$ cat config.mk
export PLATFORM = sky130hd
export DESIGN_NAME = led_matrix_scanner
export DESIGN_NICKNAME = d
export VERILOG_FILES = /design/src/rtl/led_matrix_scanner.sv
export SDC_FILE = /design/constraint.sdc
export NUM_CORES = 1
export LEC_CHECK = 0
export ABC_AREA = 0
export CAP_MARGIN = 20
export CORE_ASPECT_RATIO = 0.75
export CORE_UTILIZATION = 39
export DETAILED_ROUTE_END_ITERATION = 6
export PLACE_DENSITY = 0.65
export SLEW_MARGIN = 20
export SYNTH_ARGS = -nofsm -noshare
export SYNTH_HDL_FRONTEND = slang
export SYNTH_SLANG_ARGS = --single-unit
$ cat constraint.sdc
create_clock -name clk_clk -period 3.48 [get_ports clk_clk]
set_input_delay 0.522 -clock clk_clk [delete_from_list [all_inputs] [get_ports clk_clk]]
set_output_delay 0.522 -clock clk_clk [all_outputs]
set_load 0.02 [all_outputs]
$ cat src/rtl/led_matrix_scanner.sv
// Row-multiplexed LED matrix driver with a double-buffered frame, global PWM
// brightness and selectable row/column drive polarity.
module led_matrix_scanner #(
  parameter int unsigned ROWS         = 5,
  parameter int unsigned COLS         = 5,
  parameter int unsigned SUB          = 2500,
  parameter int unsigned BW           = 3,
  parameter bit          ROW_ACT_HIGH = 1'b1,
  parameter bit          COL_ACT_HIGH = 1'b0,
  localparam int unsigned RW          = (ROWS > 1) ? $clog2(ROWS) : 1
) (
  input  logic            clk_clk,
  input  logic            reset_reset_n,
  input  logic            enable,
  input  logic            wr_en,
  input  logic [RW-1:0]   wr_row,
  input  logic [COLS-1:0] wr_data,
  input  logic            swap_req,
  input  logic [BW-1:0]   brightness,
  output logic            swap_ack,
  output logic            frame_tick,
  output logic [ROWS-1:0] m_led_linha,
  output logic [COLS-1:0] m_led_coluna
);

  localparam int unsigned SW = (SUB > 1) ? $clog2(SUB) : 1;
  localparam logic [ROWS-1:0] ROW_IDLE = ROW_ACT_HIGH ? '0 : '1;
  localparam logic [COLS-1:0] COL_IDLE = COL_ACT_HIGH ? '0 : '1;

  logic [SW-1:0]   sub_q, sub_d;
  logic [BW-1:0]   phase_q, phase_d;
  logic [RW-1:0]   row_q, row_d;
  logic            pend_q, pend_d;
  logic            swap_ack_q, swap_ack_d;
  logic            frame_tick_q, frame_tick_d;
  logic [ROWS-1:0] linha_q, linha_d;
  logic [COLS-1:0] coluna_q, coluna_d;
  logic [COLS-1:0] back_q  [ROWS];
  logic [COLS-1:0] back_d  [ROWS];
  logic [COLS-1:0] front_q [ROWS];
  logic [COLS-1:0] front_d [ROWS];

  logic            sub_wrap, phase_wrap, row_last, frame_wrap, swap_exec;
  logic [ROWS-1:0] row_onehot;
  logic [COLS-1:0] row_pattern;

  always_comb begin
    sub_wrap    = (sub_q == SW'(SUB - 1));
    phase_wrap  = (phase_q == '1);
    row_last    = (row_q == RW'(ROWS - 1));
    frame_wrap  = enable && row_last && phase_wrap && sub_wrap;
    swap_exec   = pend_q && (frame_wrap || !enable);
    row_onehot  = ROWS'(1) << row_q;
    row_pattern = front_q[row_q];

    sub_d        = sub_q;
    phase_d      = phase_q;
    row_d        = row_q;
    linha_d      = ROW_IDLE;
    coluna_d     = COL_IDLE;
    back_d       = back_q;
    front_d      = front_q;
    pend_d       = pend_q | swap_req;
    swap_ack_d   = 1'b0;
    frame_tick_d = frame_wrap;

    if (!enable) begin
      sub_d   = '0;
      phase_d = '0;
      row_d   = '0;
    end else begin
      if (sub_wrap) begin
        sub_d = '0;
        if (phase_wrap) begin
          phase_d = '0;
          row_d   = row_last ? '0 : row_q + 1'b1;
        end else begin
          phase_d = phase_q + 1'b1;
        end
      end else begin
        sub_d = sub_q + 1'b1;
      end
      linha_d = ROW_ACT_HIGH ? row_onehot : ~row_onehot;
      if (phase_q <= brightness)
        coluna_d = COL_ACT_HIGH ? row_pattern : ~row_pattern;
    end

    if (wr_en && (32'(wr_row) < ROWS))
      back_d[wr_row] = wr_data;

    // Front takes the pre-edge back contents; a same-cycle request is absorbed.
    if (swap_exec) begin
      front_d    = back_q;
      pend_d     = 1'b0;
      swap_ack_d = 1'b1;
    end
  end

  always_ff @(posedge clk_clk or negedge reset_reset_n) begin
    if (!reset_reset_n) begin
      sub_q        <= '0;
      phase_q      <= '0;
      row_q        <= '0;
      pend_q       <= 1'b0;
      swap_ack_q   <= 1'b0;
      frame_tick_q <= 1'b0;
      linha_q      <= ROW_IDLE;
      coluna_q     <= COL_IDLE;
      back_q       <= '{default: '0};
      front_q      <= '{default: '0};
    end else begin
      sub_q        <= sub_d;
      phase_q      <= phase_d;
      row_q        <= row_d;
      pend_q       <= pend_d;
      swap_ack_q   <= swap_ack_d;
      frame_tick_q <= frame_tick_d;
      linha_q      <= linha_d;
      coluna_q     <= coluna_d;
      back_q       <= back_d;
      front_q      <= front_d;
    end
  end

  assign swap_ack     = swap_ack_q;
  assign frame_tick   = frame_tick_q;
  assign m_led_linha  = linha_q;
  assign m_led_coluna = coluna_q;

endmodule

==> impl_metrics.ini <==
[clocking]
cts_tree = done
cts_setup_buffers = 0
cts.sinks = 81
clk_path_buf_depth = 2
numCtsBuffers = 9
ctsResizeCount = 0
h-tree-depth = 3
clkLatencyLatePin_ns = 0.33
cts-root-buf = clkbuf_16
cts_hold_buffers = 0
clk_pin_slew_worst_paths_ns = 0.06

[yosys]
ys.flop_type = dfrtp_1
async_flop_share_pct = 100.0
synth_top_area_share_pct = 53.26
synth_cell_types = 36
yosys.area.top_type = dfrtp_1
synth_most_common_cell = dfrtp_1
syn-instance-count = 264
postSynthNetCount = 292
synth-edff-count = 0
ys_seq_elements = 81
post_synth_main_area_contributors = dfrtp_1 (53%), mux2_2 (15%), ha_1 (4.2%)
ys_top_cells_by_count = dfrtp_1 (76), mux2_2 (49), nor2_1 (21), ha_1 (12), nand2_1 (10)
syn_area_um2 = 3571
syn_avg_cell_area_um2 = 13.53
yosysSeqAreaShare_pct = 56.94
yosysWarnings = 0

[sta]
fin_crit_sh_pct = 70.86
tightestPinTransition_ns = 0.8965
fmax_ghz = 0.4055
fin_skew_ns = 0.006181
fin_crit_ns = 2.466
slew_headroom_pct = 40.23
setup-tns-final_ns = 0
hold-worst-slack_ns = 0.2030
setup_viol = 0
hold_viol = 0
slew_violations = 0
rsz0062_at_grt = no

[worst_setup_path]
critPathArrivalTime_ns = 2.68
cp.required_ns = 3.69
slowest_delay_ns = 0.72
reg2reg_depth = 5
path_delay_family = compound AO/OA/AOI/OAI gates
cp_slowest_cell = o22ai_4
startpoint_type = flop
crit_fanout = 27
cp.depth = 5
end_kind = flop
path_buf_inv = 0
cp_cell_sequence = ha_1 > nor4b_4 > nand3_4 > o22ai_4 > mux2_2
crit_type = reg -> reg

[pwr]
intPower_mw = 1.892
clockPowerShare_pct = 35.0
p_per_area_nw_per_um2 = 595.1
power_leakage_nw = 1.812
p_seq_share_pct = 49.9
comb_power_share_pct = 15.1
ir_drop_mv = 0.2482
switchingPower_mw = 0.6254
swShare_pct = 24.84

[grt]
grt_overflow = 0
grt_pass1_vias = 2230
grt_pass1_wl_um = 11150
antenna_found_initial = 0
grt_usage_pct = 15.52
grt_max_degree = 82

[die]
die_x_um = 112.5
die_height_um = 84.87
die-area_um2 = 9547
start_util_pct = 41.18
rows = 29
ios = 28
core_um2 = 8672

[placed_design]
io_buffer_count = 27
postPlaceCellArea_um2 = 3946
place.gp.congestion = 0.7531
hpwl_um = 4243

[drt]
wirelength_um = 6552
vias_per_cell = 5.129
drc = 0
wl_per_cell_um = 15.94
vias = 2108
postRouteAntennaNets = 0
dr.pass1.iters = 4
drt_iter0_drc = 117

[cells_and_area]
drive_above_1_share_pct = 27.39
nFillCells = 752
finalInstanceArea_um2 = 4230
n_antenna_cell = 0
area_delta_synth_final_pct = 18.47
num-nets-final = 326

[status]
status = complete, no violations

[hold_path]
min_path_type = in -> async

[run]
maxCapViolations = 0
-- cell usage in the layout (no fill, tap or decap), types with 2 or more instances in the layout --
cell	instances
dfrtp_1	76
mux2_2	49
clkdlybuf4s50_1	26
nor2_1	21
ha_1	12
nand2_1	10
inv_1	9
clkbuf_16	9
nand4_1	7
xor2_1	6
nand3_1	6
or3_1	6
a21oi_1	5
mux4_2	5
dfstp_2	5
and2_1	4
and3_1	4
nor3_1	4
xnor2_1	4
a21boi_0	4
nor2b_1	3
buf_4	3
o21ai_0	2
nor3b_1	2
a211o_1	2
clkinvlp_4	2
inv_6	2
-- kinds of logic after synthesis --
kind of cell	after synthesis	share of synthesized area (%)
DFF	81	56.94
and+or+nand+nor	74	11.74
muxes	56	19.20
buffers and inverters	16	2.347
AOI/OAI and AO/OA	15	3.119
adders and majority gates	12	4.205
xor gates and xnor gates	10	2.453
-- worst reg2reg max path, stage by stage (launching register included) --
cell and delay (ns):
dfrtp_1 0.44, ha_1 0.23, nor4b_4 0.33, nand3_4 0.20, o22ai_4 0.72, mux2_2 0.43
-- registers in the layout, indices dropped and copies added, names as in the netlist --
signal,count
frame_tick,1
swap_ack,1
m_led_linha,5
pend_q,1
front_q,25
phase_q,3
m_led_coluna,5
sub_q,12
back_q,25
row_q,3
-- power by group through the flow --
stage	Sequential (mW)	Combinational, mW	Clock, mW
2_1_floorplan	1.25	0.255	0
3_3_place_gp	1.26	0.369	0
3_5_place_dp	1.27	0.381	0
4_1_cts	1.26	0.386	0.904
5_1_grt	1.28	0.412	0.945
6_report	1.26	0.380	0.881
-- per-stage QoR --
stage,setup slack [ns],instances,power [mW],utilization (%)
after global placement,0.9738,395,1.626,45.51
after floorplan,1.527,264,1.510,-
after global routing,0.8413,411,2.635,48.78
final,1.014,411,2.517,48.78
after CTS,0.9637,411,2.547,48.74
after detailed placement,0.8845,395,1.649,45.51
-- cell type report --
class	instances	area, um2	area share (%)
timing repair buffer	30	294.0	6.951
sequential	81	2033	48.06
tap	108	135.1	3.194
multi-input combinational	167	1454	34.37
clock buffer	11	242.7	5.738
clock inverter	5	37.54	0.8873
inverter	9	33.78	0.7986
-- final timing paths --
| check | slack [ns] | end | start |
|---|---|---|---|
| max | 1.01 | front_q[10]$_DFFE_PN0P_ | sub_q[0]$_DFF_PN0_ |
| min | 0.20 | back_q[16]$_DFFE_PN0P_ | reset_reset_n |
| max reg2reg | 1.01 | front_q[10]$_DFFE_PN0P_ | sub_q[0]$_DFF_PN0_ |
| min reg2reg | 0.49 | front_q[19]$_DFFE_PN0P_ | front_q[19]$_DFFE_PN0P_ |
| max in group asynchronous | 2.76 | sub_q[8]$_DFF_PN0_ | reset_reset_n |
| min in group clk_clk | 0.49 | front_q[19]$_DFFE_PN0P_ | front_q[19]$_DFFE_PN0P_ |
-- metal layers --
| metal | track usage (%) | share of wire, % | wire [um] | vias up |
|---|---|---|---|---|
| met3 | 5.000 | 2.8 | 182 | 6 |
| met2 | 24.45 | 48 | 3167 | 33 |
| met4 | 5.212 | 1.2 | 77 | 0 |
| met1 | 20.45 | 48 | 3125 | 1059 |
| met5 | 0 | 0 | 0 | - |
| li1 | - | - | - | 1010 |
Power figures use the tool's default switching activity.
